===== src/rtl/rco_event_timer.sv =====
// Counts RCO pulses from counter4b up to a programmable terminal value and
// raises TICK/IRQ/OVR on each match, in periodic or one-shot mode.
module rco_event_timer #(
  parameter int unsigned WIDTH = 8
) (
  input  logic             clk_i,
  input  logic             reset_i,
  input  logic             start_i,
  input  logic             stop_i,
  input  logic             oneshot_i,
  input  logic [WIDTH-1:0] term_i,
  input  logic             rco_i,
  input  logic             load_i,
  input  logic             ack_i,
  output logic [WIDTH-1:0] count_o,
  output logic             tick_o,
  output logic             irq_o,
  output logic             ovr_o,
  output logic             busy_o,
  output logic             cfg_err_o
);

  typedef enum logic [1:0] {
    ST_IDLE = 2'd0,
    ST_RUN  = 2'd1,
    ST_DONE = 2'd2
  } state_e;

  state_e           state_q, state_d;
  logic [WIDTH-1:0] count_q, count_d;
  logic [WIDTH-1:0] term_q, term_d;
  logic             oneshot_q, oneshot_d;
  logic             tick_q, tick_d;
  logic             irq_q, irq_d;
  logic             ovr_q, ovr_d;
  logic             busy_q, busy_d;
  logic             cfg_err_q, cfg_err_d;

  // State and output registers
  always_ff @(posedge clk_i) begin
    if (reset_i) begin
      state_q   <= ST_IDLE;
      count_q   <= '0;
      term_q    <= '0;
      oneshot_q <= 1'b0;
      tick_q    <= 1'b0;
      irq_q     <= 1'b0;
      ovr_q     <= 1'b0;
      busy_q    <= 1'b0;
      cfg_err_q <= 1'b0;
    end else begin
      state_q   <= state_d;
      count_q   <= count_d;
      term_q    <= term_d;
      oneshot_q <= oneshot_d;
      tick_q    <= tick_d;
      irq_q     <= irq_d;
      ovr_q     <= ovr_d;
      busy_q    <= busy_d;
      cfg_err_q <= cfg_err_d;
    end
  end

  // Next-state and output decode
  always_comb begin
    state_d   = state_q;
    count_d   = count_q;
    term_d    = term_q;
    oneshot_d = oneshot_q;
    tick_d    = 1'b0;
    irq_d     = irq_q;
    ovr_d     = ovr_q;
    cfg_err_d = 1'b0;

    // ACK clears first so that a coincident terminal match re-sets IRQ
    if (ack_i) begin
      irq_d = 1'b0;
      ovr_d = 1'b0;
    end

    unique case (state_q)
      ST_IDLE, ST_DONE: begin
        if (stop_i) begin
          state_d = ST_IDLE;
          count_d = '0;
        end else if (start_i) begin
          if (term_i != '0) begin
            term_d    = term_i;
            oneshot_d = oneshot_i;
            count_d   = '0;
            state_d   = ST_RUN;
          end else begin
            cfg_err_d = 1'b1;
          end
        end
      end
      ST_RUN: begin
        if (stop_i) begin
          state_d = ST_IDLE;
          count_d = '0;
        end else if (load_i) begin
          count_d = '0;
        end else if (rco_i) begin
          if (count_q == term_q - WIDTH'(1)) begin
            count_d = '0;
            tick_d  = 1'b1;
            irq_d   = 1'b1;
            if (irq_q && !ack_i) begin
              ovr_d = 1'b1;
            end
            if (oneshot_q) begin
              state_d = ST_DONE;
            end
          end else begin
            count_d = count_q + WIDTH'(1);
          end
        end
      end
      default: begin
        state_d = ST_IDLE;
        count_d = '0;
      end
    endcase

    busy_d = (state_d == ST_RUN);
  end

  assign count_o   = count_q;
  assign tick_o    = tick_q;
  assign irq_o     = irq_q;
  assign ovr_o     = ovr_q;
  assign busy_o    = busy_q;
  assign cfg_err_o = cfg_err_q;

endmodule


===== config.mk =====
export PLATFORM = sky130hd
export DESIGN_NAME = rco_event_timer
export DESIGN_NICKNAME = d
export VERILOG_FILES = /design/src/rtl/rco_event_timer.sv
export SDC_FILE = /design/constraint.sdc
export NUM_CORES = 1
export LEC_CHECK = 0
export ABC_CLOCK_PERIOD_IN_PS = 2110
export BUFFER_PORTS_ARGS = -buffer_cell sky130_fd_sc_hd__buf_2
export CAP_MARGIN = 20
export CORE_MARGIN = 2
export CORE_UTILIZATION = 47
export DETAILED_ROUTE_END_ITERATION = 10
export GPL_ROUTABILITY_DRIVEN = 0
export GPL_TIMING_DRIVEN = 0
export HOLD_SLACK_MARGIN = 0.15
export PLACE_DENSITY = 0.78
export REMOVE_ABC_BUFFERS = 1
export SLEW_MARGIN = 20
export SYNTH_ARGS = -nofsm -noshare
export SYNTH_HDL_FRONTEND = slang
export SYNTH_SLANG_ARGS = --single-unit

===== constraint.sdc =====
create_clock -name clk_i -period 2.11 [get_ports clk_i]
set_clock_uncertainty 0.05 [all_clocks]
set_input_delay 0.5275 -clock clk_i [delete_from_list [all_inputs] [get_ports clk_i]]
set_output_delay 0.5275 -clock clk_i [all_outputs]
set_load 0.05 [all_outputs]

======== Yosys cells after proc, flatten, opt, wreduce, memory -nomap -nowiden ========
Index checks and enable logic that the tools add are counted.
storage, ports and cells
  bits in registers ....................... 24
  bits of input ports ..................... 16
  logic and storage cells ................. 64
operators by class
  add/subtract/negate cells ............... 2
  equality and inequality tests ........... 7
  muxes and demuxes ....................... 32
  bitwise gates (word level) .............. 5
  reduce and logical (&&, ||, !) cells .... 9
operator list
  cell                   number
  $mux W8                7
  $mux W2                8
  $pmux W8 S2            1
  $mux W1                15
  $add A8 B1 Y8 const B  1
  $eq A8 B8 Y1           1
  $reduce_bool A8 Y1     1
  $sub A8 B1 Y8 const B  1
  $ne A3 B3 Y1 const B   2
  $not A1 Y1             5
  $reduce_or A5 Y1       1
  $eq A2 B1 Y1 const B   2
  $ne A4 B4 Y1 const B   1
  $pmux W2 S2            1
  $reduce_and A4 Y1      1
  $reduce_or A4 Y1       1
  $reduce_and A3 Y1      1
  $eq A2 B2 Y1 const B   1
  $logic_not A2 Y1       1
  $reduce_or A2 Y1       1
  $logic_and A1 B1 Y1    1
  $logic_not A1 Y1       1

======== Logic depth before layout (Yosys ltp) ========
Gate-level depths: netlist of the first run.
  word-level depth ........................ 8
  mapped depth ............................ 9
  gate-level depth less buffers ........... 8

======== Worst setup path after synthesis of the first run ========
OpenSTA, ideal clock, no wires.
  path kind ............................... reg-to-reg
  start ................................... register term_q[0]
  end ..................................... register busy_q, in the netlist busy_o
  setup time .............................. 115 ps
  arrival time ............................ 2121 ps
  path slack .............................. -176 ps
  stages on the path, launching flop included .. 10
  path buffers ............................ 1
  clock period less this slack ............ 2286 ps
  path through ............................ dfxtp_1 inv_1 ha_1 buf_2 o21bai_1 a2111o_1 o311ai_2 o2111ai_2 o311a_1 o21a_1
on the way
  cells in the longest elaborated chain, start to end .. 8
ends and longest elaborated chain
  what                      line  text
  start: declaration        31    logic [WIDTH-1:0] term_q, term_d;
  start signal: assignment  54    term_q <= term_d;
  $sub A8 B1 Y8             104   if (count_q == term_q - WIDTH'(1)) begin
  $eq A8 B8 Y1              104
  $mux W2                   104
  $mux W2                   103   end else if (rco_i) begin
  $mux W2                   101   end else if (load_i) begin
  $mux W2                   98    if (stop_i) begin
  $pmux W2 S2               81    unique case (state_q)
  $eq A2 B1 Y1              125   busy_d = (state_d == ST_RUN);
  end signal: assignment    59    busy_q <= busy_d;
  end: declaration          36    logic busy_q, busy_d;
Every way passes these cells.
A chain may end at the register's enable or synchronous reset.

======== Worst setup path after layout of the first run ========
  start ................................... register term_q[0]
  end ..................................... register count_q[0], in the netlist count_o[0]
on the way
  cells in the longest elaborated chain, start to end .. 7
ends and longest elaborated chain
  what                    line  text
  $sub A8 B1 Y8           104
  $eq A8 B8 Y1            104
  $mux W8                 104
  $mux W8                 103
  $mux W8                 101
  $mux W8                 98
  $pmux W8 S2             81
  end signal: assignment  53    count_q <= count_d;
  end: declaration        30    logic [WIDTH-1:0] count_q, count_d;
Every way passes these cells. The select of a mux whose other input is x is not followed.

==> out/qor.csv, run 1 <==
stage,metric,value,unit
outcome,outcome,completed,
timing,"Slew Viols, Final",0,
worst_hold_path,HP Start,ovr_o,
timing,Final period util,0.992,
worst_setup_path,Reg2Reg Depth,10,
worst_setup_path,CP max stage cell,dfxtp_4,
timing,RSZ-0062 raised after global routing,true,
synth,"area leader, netlist",dfxtp_1,
worst_setup_path,classification of the worst setup path,flip-flop to flip-flop,
cts,total CTS buffers,3,
worst_hold_path,Worst Hold Class,flip-flop to flip-flop,
synth,Post-synth EDFFs,0,
floorplan,die area,3120,um^2
finish,fillers,206,
synth,Most used DFF post-synth,dfxtp_1,
finish,area delta synth->final,28.6,%
synth,Mapped Area,1260,um^2
synth,Yosys warning total,0,
timing,final worst path period need,2.09,ns
synth,"FF+latch count, synth",24,
finish,"most common cell after layout, fill and taps aside",buf_2,
placed_design,placed wire-length estimate,1950,um
floorplan,core area,2520,um^2
worst_setup_path,RR Endpoint,count_o[0],
cts,CTS tree,done,
worst_setup_path,max incr delay on CP,0.38,ns
placed_design,Placed Cells,193,
cts,clock sinks,24,
worst_setup_path,worst reg2reg path startpoint,term_q[0],
floorplan,FP Rows,18,
detailed_routing,Final ANT Viol Nets,0,
finish,Final #Nets,192,
cts,number of H-tree levels,1,
detailed_routing,drt via density,5.71,
detailed_routing,via count of the routed design,1154,
pwr,P_leak,0.000672,uW
cts,hold_buf cts,0,
cts,CTS Root Cell,clkbuf_4,
pwr,total power,858,uW
finish,"Cell Count, Final, Fillers Out",202,
cts,worst skew pair latency,0.31,ns
timing,Final Hold Viols,0,
floorplan,die span in x,55.9,um
detailed_routing,first drt pass iteration count,4,
worst_setup_path,Worst Setup End Kind,flip-flop,
grt,first-pass GRT wire length,4320,um
grt,number of global-route vias before repair,968,
worst_hold_path,hold path depth,2,
synth,Area contributors post-synth,"dfxtp_1 (38%), mux2i_1 (7.9%), xor2_1 (6.2%), xnor2_1 (5.5%), nor3_1 (4.4%)",
finish,antenna diode count,0,
grt,GRT overflow,0,
synth,Syn Inst Count,141,
pwr,VDD IR-drop max,0.000500,V
timing,Setup Viol. Count Final,0,
worst_setup_path,critical-path maximum fanout,8,
pwr,pwr/cell area,527,nW/um^2
synth,number of distinct library cells after synthesis,37,
cts,"Clk pin slew, worst setup/hold paths",0.12,ns
detailed_routing,DR WL/cell,14.4,um
worst_setup_path,CP Cell Sequence,inv_2 > ha_4 > o21bai_1 > a2111o_1 > o311ai_2 > o2111ai_2 > buf_4 > a21boi_4 > buf_12 > nor3_2,
job,max cap viols,0,
worst_setup_path,"Req. time, crit path",2.25,ns
placed_design,IO buf count,28,
timing,transition time of the tightest slew-check pin,0.732,ns
worst_setup_path,Startpoint Class,flip-flop,
synth,syn avg cell area,8.97,um^2
worst_hold_path,hold endpoint,ovr_o,
synth,sequential element share of the synthesized area,0.380,
detailed_routing,total routed wirelength,2900,um
grt,total track usage,0.169,
synth,Async SR Flop Fraction,0,
detailed_routing,DR DRC count,0,
timing,hold_ws,0.406,ns
cts,CTS max path bufs,2,
timing,max_slew headroom,0.512,
floorplan,IO Pins,29,
worst_setup_path,Critical path buffers and inverters,3,
detailed_routing,Iteration-0 DRC Markers,39,
timing,f_max,478,MHz
finish,layout cells sized above 1,0.390,
grt,initial antenna violation count,0,
grt,largest net degree at the start of global routing,23,
worst_setup_path,Register-to-Register Setup Slack,0.02,ns
finish,Final Util,0.645,
floorplan,Initial Util,0.501,
worst_setup_path,"Data arrival, critical path",2.24,ns
finish,"commonest cells after routing, fill and taps aside","buf_2 (28), dfxtp_1 (21), nor2_1 (14)",
worst_setup_path,CP top delay family,compound AO/OA/AOI/OAI gates,
floorplan,Die Y,55.9,um
synth,share of the synthesized area in the top cell type,0.380,
[timing repair]
action                                  4_1_cts  5_1_grt
gates resized for setup                       6       19
setup buffers                                 4        2
endpoints found under the setup margin       14       13
cloned                                        0        0
pin swaps                                     4       12
[registers in the layout, summed over array words and instances, names as in the netlist]
| signal | flops |
|---|---|
| busy_o | 1 |
| cfg_err_o | 1 |
| count_o | 8 |
| irq_o | 1 |
| oneshot_q | 1 |
| ovr_o | 1 |
| state_q | 2 |
| term_q | 8 |
| tick_o | 1 |
[power by group]
group | switching, uW | internal (uW)
Sequential | 17.6 | 465
Clock | 129 | 66.7
Combinational | 92.7 | 87.0
Total | 239 | 619
[worst min-delay path, cell delays in order (launching register included)]
cell     delay, ns
dfxtp_1       0.33
nand2_1       0.05
o21ai_1       0.05
[logic make-up (layout without fill, tap and decap cells)]
family / count (synthesis) / in the layout / synth area share
AOI/OAI and AO/OA: 21 / 21 / 0.134
xor gates and xnor gates: 17 / 17 / 0.118
adders and majority gates: 2 / 2 / 0.0198
buffers and inverters: 10 / 41 / 0.0316
DFF: 24 / 24 / 0.380
muxes: 10 / 10 / 0.0791
and+or+nand+nor: 57 / 57 / 0.238
[metrics by stage]
step           setup TNS [ns]  cell area, um^2  worst slack, ns
3_5_place_dp            -6.06             1420           -0.374
3_3_place_gp            -4.94             1420           -0.313
6_report                    0             1630           0.0178
2_1_floorplan          -0.437             1240           -0.154
5_1_grt                -0.542             1630          -0.0646
4_1_cts                     0             1510          0.00639
[worst max-delay path by stage]
| stage | from | to | cells after the start |
|---|---|---|---|
| floorplan | term_q[0] | busy_o | 8 |
| global placement | term_q[0] | busy_o | 8 |
| detailed placement | term_q[0] | state_q[0] | 8 |
| CTS | term_q[3] | busy_o | 6 |
| global route | term_q[1] | count_o[0] | 11 |
| finish | term_q[0] | count_o[0] | 10 |
[layout make-up]
type | instances | area, um^2 | area share
clock buffers | 3 | 22.5 | 0.0138
multi-input cells | 107 | 855 | 0.525
flip-flops and latches | 24 | 487 | 0.299
well taps | 30 | 37.5 | 0.0231
repair buffers | 34 | 210 | 0.129
inverters | 4 | 15.0 | 0.00923
[per-layer routing]
metal	part of all wire	wire [um]	GRT usage
met1	0.47	1350	0.227
met2	0.48	1380	0.276
met3	0.051	148	0.0442
met4	0.0055	16	0.0340
met5	0	0	0
[Yosys cell counts (all sizes together) (2+ instances only)]
master and count:
dfxtp 24, nor2 14, nand2 11, nor3 11, mux2i 10, xor2 9, xnor2 8, nand4 6
a21oi 5, nor4 5, inv 4, buf 3, clkbuf 3, nor2b 3, o21ai 3, ha 2
o21a 2, o21bai 2, or2 2
Power figures use the tool's default switching activity.
==> run 2, diff against run 1 <==
--- a/config.mk
+++ b/config.mk
@@ -5,16 +5,17 @@
 export SDC_FILE = /design/constraint.sdc
 export NUM_CORES = 1
 export LEC_CHECK = 0
-export ABC_CLOCK_PERIOD_IN_PS = 2110
+export ABC_AREA = 1
+export ABC_CLOCK_PERIOD_IN_PS = 2600
 export BUFFER_PORTS_ARGS = -buffer_cell sky130_fd_sc_hd__buf_2
 export CAP_MARGIN = 20
 export CORE_MARGIN = 2
-export CORE_UTILIZATION = 47
+export CORE_UTILIZATION = 55
 export DETAILED_ROUTE_END_ITERATION = 10
 export GPL_ROUTABILITY_DRIVEN = 0
 export GPL_TIMING_DRIVEN = 0
 export HOLD_SLACK_MARGIN = 0.15
-export PLACE_DENSITY = 0.78
+export PLACE_DENSITY = 0.85
 export REMOVE_ABC_BUFFERS = 1
 export SLEW_MARGIN = 20
 export SYNTH_ARGS = -nofsm -noshare
==> constraint.sdc (replaced) <==
create_clock -name clk_i -period 2.6 [get_ports clk_i]
set_clock_uncertainty 0.05 [all_clocks]
set_input_delay 0.65 -clock clk_i [delete_from_list [all_inputs] [get_ports clk_i]]
set_output_delay 0.65 -clock clk_i [all_outputs]
set_load 0.05 [all_outputs]
==> run 2 against run 1 <==
Against the previous run:
- largest power group unchanged
- via count grew 8.8%
- die area shrank 12%
- critical endpoint is now count_o[4]
- utilization grew 3.5 points
- maximum frequency grew 13%
- register-to-register slack gained 0.73 ns
==> out/qor.csv, run 2 <==
stage,metric,value,unit,change
synth,Post-synth EDFFs,0,,unchanged
outcome,outcome,completed,,
timing,hold_ws,0.423,ns,+0.0169 ns
floorplan,Initial Util,0.582,,+0.0805
cts,post_cts resized,0,,-6
grt,GRT overflow,0,,unchanged
detailed_routing,Iteration-0 DRC Markers,23,,-41%
cts,CTS max path bufs,2,,unchanged
timing,f_max,539,MHz,+13%
job,max cap viols,0,,unchanged
timing,Final Hold Viols,0,,unchanged
grt,first-pass GRT wire length,4260,um,-1.3%
synth,sequential element share of the synthesized area,0.373,,-0.00664
timing,final worst path period need,1.85,ns,-0.237 ns
grt,largest net degree at the start of global routing,21,,-8.7%
detailed_routing,Final ANT Viol Nets,0,,unchanged
placed_design,placed cell areas,1450,um^2,+2.4%
cts,clock sinks,24,,unchanged
synth,Most used DFF post-synth,dfxtp_1,,
cts,worst skew pair latency,0.32,ns,about the same
worst_setup_path,"Req. time, crit path",2.79,ns,+0.54 ns
finish,antenna diode count,0,,unchanged
pwr,P_leak,0.000731,uW,+8.8%
timing,"Slew Viols, Final",0,,unchanged
synth,Mapped Area,1290,um^2,+1.8%
synth,Area contributors post-synth,"dfxtp_1 (37%), nand2_1 (12%), inv_1 (8.2%), nand3_1 (6.2%), nor2_1 (6.1%)",,
worst_setup_path,Startpoint Class,flip-flop,,
cts,hold_buf cts,0,,unchanged
worst_setup_path,"Data arrival, critical path",2.04,ns,-0.20 ns
finish,"most common cell after layout, fill and taps aside",nand2_1,,
worst_hold_path,Worst Hold Class,flip-flop to flip-flop,,
cts,CTS Root Cell,clkbuf_4,,
cts,number of H-tree levels,1,,unchanged
cts,"Clk pin slew, worst setup/hold paths",0.14,ns,+0.02 ns
floorplan,Die Y,52.4,um,-6.3%
detailed_routing,DR WL/cell,10.1,um,-29%
finish,"commonest cells after routing, fill and taps aside","nand2_1 (42), inv_1 (28), buf_2 (28)",,
floorplan,FP Rows,17,,-1
worst_setup_path,Worst Setup End Kind,flip-flop,,
pwr,VDD IR-drop max,0.000550,V,+10%
grt,total track usage,0.209,,+0.0394
synth,Yosys warning total,0,,unchanged
cts,postcts setup bufs,0,,-4
timing,Setup Viol. Count Final,0,,unchanged
timing,Final period util,0.713,,-0.278
worst_setup_path,classification of the worst setup path,flip-flop to flip-flop,,
synth,share of the synthesized area in the top cell type,0.373,,-0.00664
finish,Final #Nets,242,,+26%
worst_setup_path,Register-to-Register Setup Slack,0.75,ns,+0.73 ns
finish,register area,480,um^2,-1.3%
floorplan,core area,2210,um^2,-12%
finish,fillers,213,,+3.4%
synth,"FF+latch count, synth",24,,unchanged
placed_design,IO buf count,28,,unchanged
grt,initial antenna violation count,0,,unchanged
pwr,pwr/cell area,531,nW/um^2,+0.73%
detailed_routing,via count of the routed design,1255,,+8.8%
cts,CTS tree,done,,
finish,layout cells sized above 1,0.206,,-0.183
synth,"area leader, netlist",dfxtp_1,,
timing,max_slew headroom,0.584,,+0.0722
worst_setup_path,critical-path maximum fanout,7,,-1
synth,most instantiated cells after synthesis,"nand2_1 (42), inv_1 (28), dfxtp_1 (24), nor2_1 (21), nand3_1 (16)",,
synth,Syn Inst Count,194,,+38%
floorplan,die area,2740,um^2,-12%
finish,final design instance area without fill,1500,um^2,-7.5%
detailed_routing,total routed wirelength,2540,um,-12%
placed_design,placed wire-length estimate,1990,um,+2.4%
synth,Async SR Flop Fraction,0,,unchanged
finish,area delta synth->final,16.8,%,
floorplan,die span in x,52.4,um,-6.3%
detailed_routing,drt via density,5.00,,-12%
finish,multi-input logic area,672,um^2,-21%
synth,number of distinct library cells after synthesis,22,,-41%
cts,total CTS buffers,3,,unchanged
timing,RSZ-0062 raised after global routing,false,,
floorplan,IO Pins,29,,unchanged
synth,syn avg cell area,6.64,um^2,-26%
detailed_routing,first drt pass iteration count,4,,unchanged
timing,transition time of the tightest slew-check pin,0.622,ns,-0.110 ns
synth,most numerous cell in the Yosys netlist,nand2_1,,
grt,number of global-route vias before repair,1031,,+6.5%
timing,setup tns final,0,ns,unchanged
detailed_routing,DR DRC count,0,,unchanged
-- run 2: cell types whose count changed after synthesis, sizes merged, moves of 5 or more --
| cell | change |
|---|---|
| a21oi | +8 |
| inv | +27 |
| mux2i | -10 |
| nand2 | +35 |
| nand3 | +15 |
| nor2 | +13 |
| nor3 | -8 |
| nor4 | -5 |
| o21ai | +9 |
| xnor2 | -6 |
-- run 2: worst paths after layout --
path / from / endpoint / depth (start not counted)
min reg2reg: term_q[7] / term_q[7] / 2
max: term_q[0] / count_o[4] / 14
min: term_q[7] / term_q[7] / 2
max reg2reg: term_q[0] / count_o[4] / 14
-- run 2: through the flow --
step | std cells | utilization | total power [uW] | worst slack, ns
2_1_floorplan | 191 | - | 496 | 0.904
3_3_place_gp | 247 | 0.656 | 529 | 0.551
3_5_place_dp | 247 | 0.656 | 532 | 0.504
4_1_cts | 251 | 0.680 | 804 | 0.748
5_1_grt | 251 | 0.680 | 841 | 0.595
6_report | 251 | 0.680 | 799 | 0.745
-- run 2: cell families (layout without fill, tap and decap cells) --
group           after synthesis  in the layout  share of synthesized area
flops                        24             24                      0.373
xor+xnor                      8              8                     0.0544
compound gates               27             27                      0.110
fa+ha+maj                     2              2                     0.0194
simple gates                 97             97                      0.338
buf+inv                      36             65                      0.105
-- run 2: metal layers --
metal,routed length [um],global-route usage,up-vias
met5,0,0,-
met4,0,0.0385,0
met3,129,0.0600,0
met2,1170,0.346,26
met1,1240,0.270,561
li1,-,-,668
-- run 2: final cells by class --
| type | instances | share of cell area |
|---|---|---|
| inverters | 33 | 0.0824 |
| clock buffers | 3 | 0.0150 |
| repair buffers | 28 | 0.0932 |
| clock inverters | 1 | 0.0200 |
| flip-flops and latches | 24 | 0.319 |
| well taps | 28 | 0.0233 |
| multi-input cells | 134 | 0.447 |
-- run 2: power by group --
group	total [uW]	internal [uW]	switching (uW)
Clock	275	156	119
Combinational	135	48.4	86.8
Sequential	389	380	8.38
Total	799	585	214
-- run 2: worst max-delay path: stages (launching register included) --
cell     delay, ns
dfxtp_1       0.37
inv_2         0.07
ha_1          0.32
inv_1         0.06
nand2_1       0.04
nand2_1       0.06
nand2_1       0.05
nor2_1        0.09
nand3_1       0.08
nor2_2        0.18
nand2_2       0.08
nand2_1       0.06
nand2_1       0.05
nand2_2       0.14
nor2_1        0.06
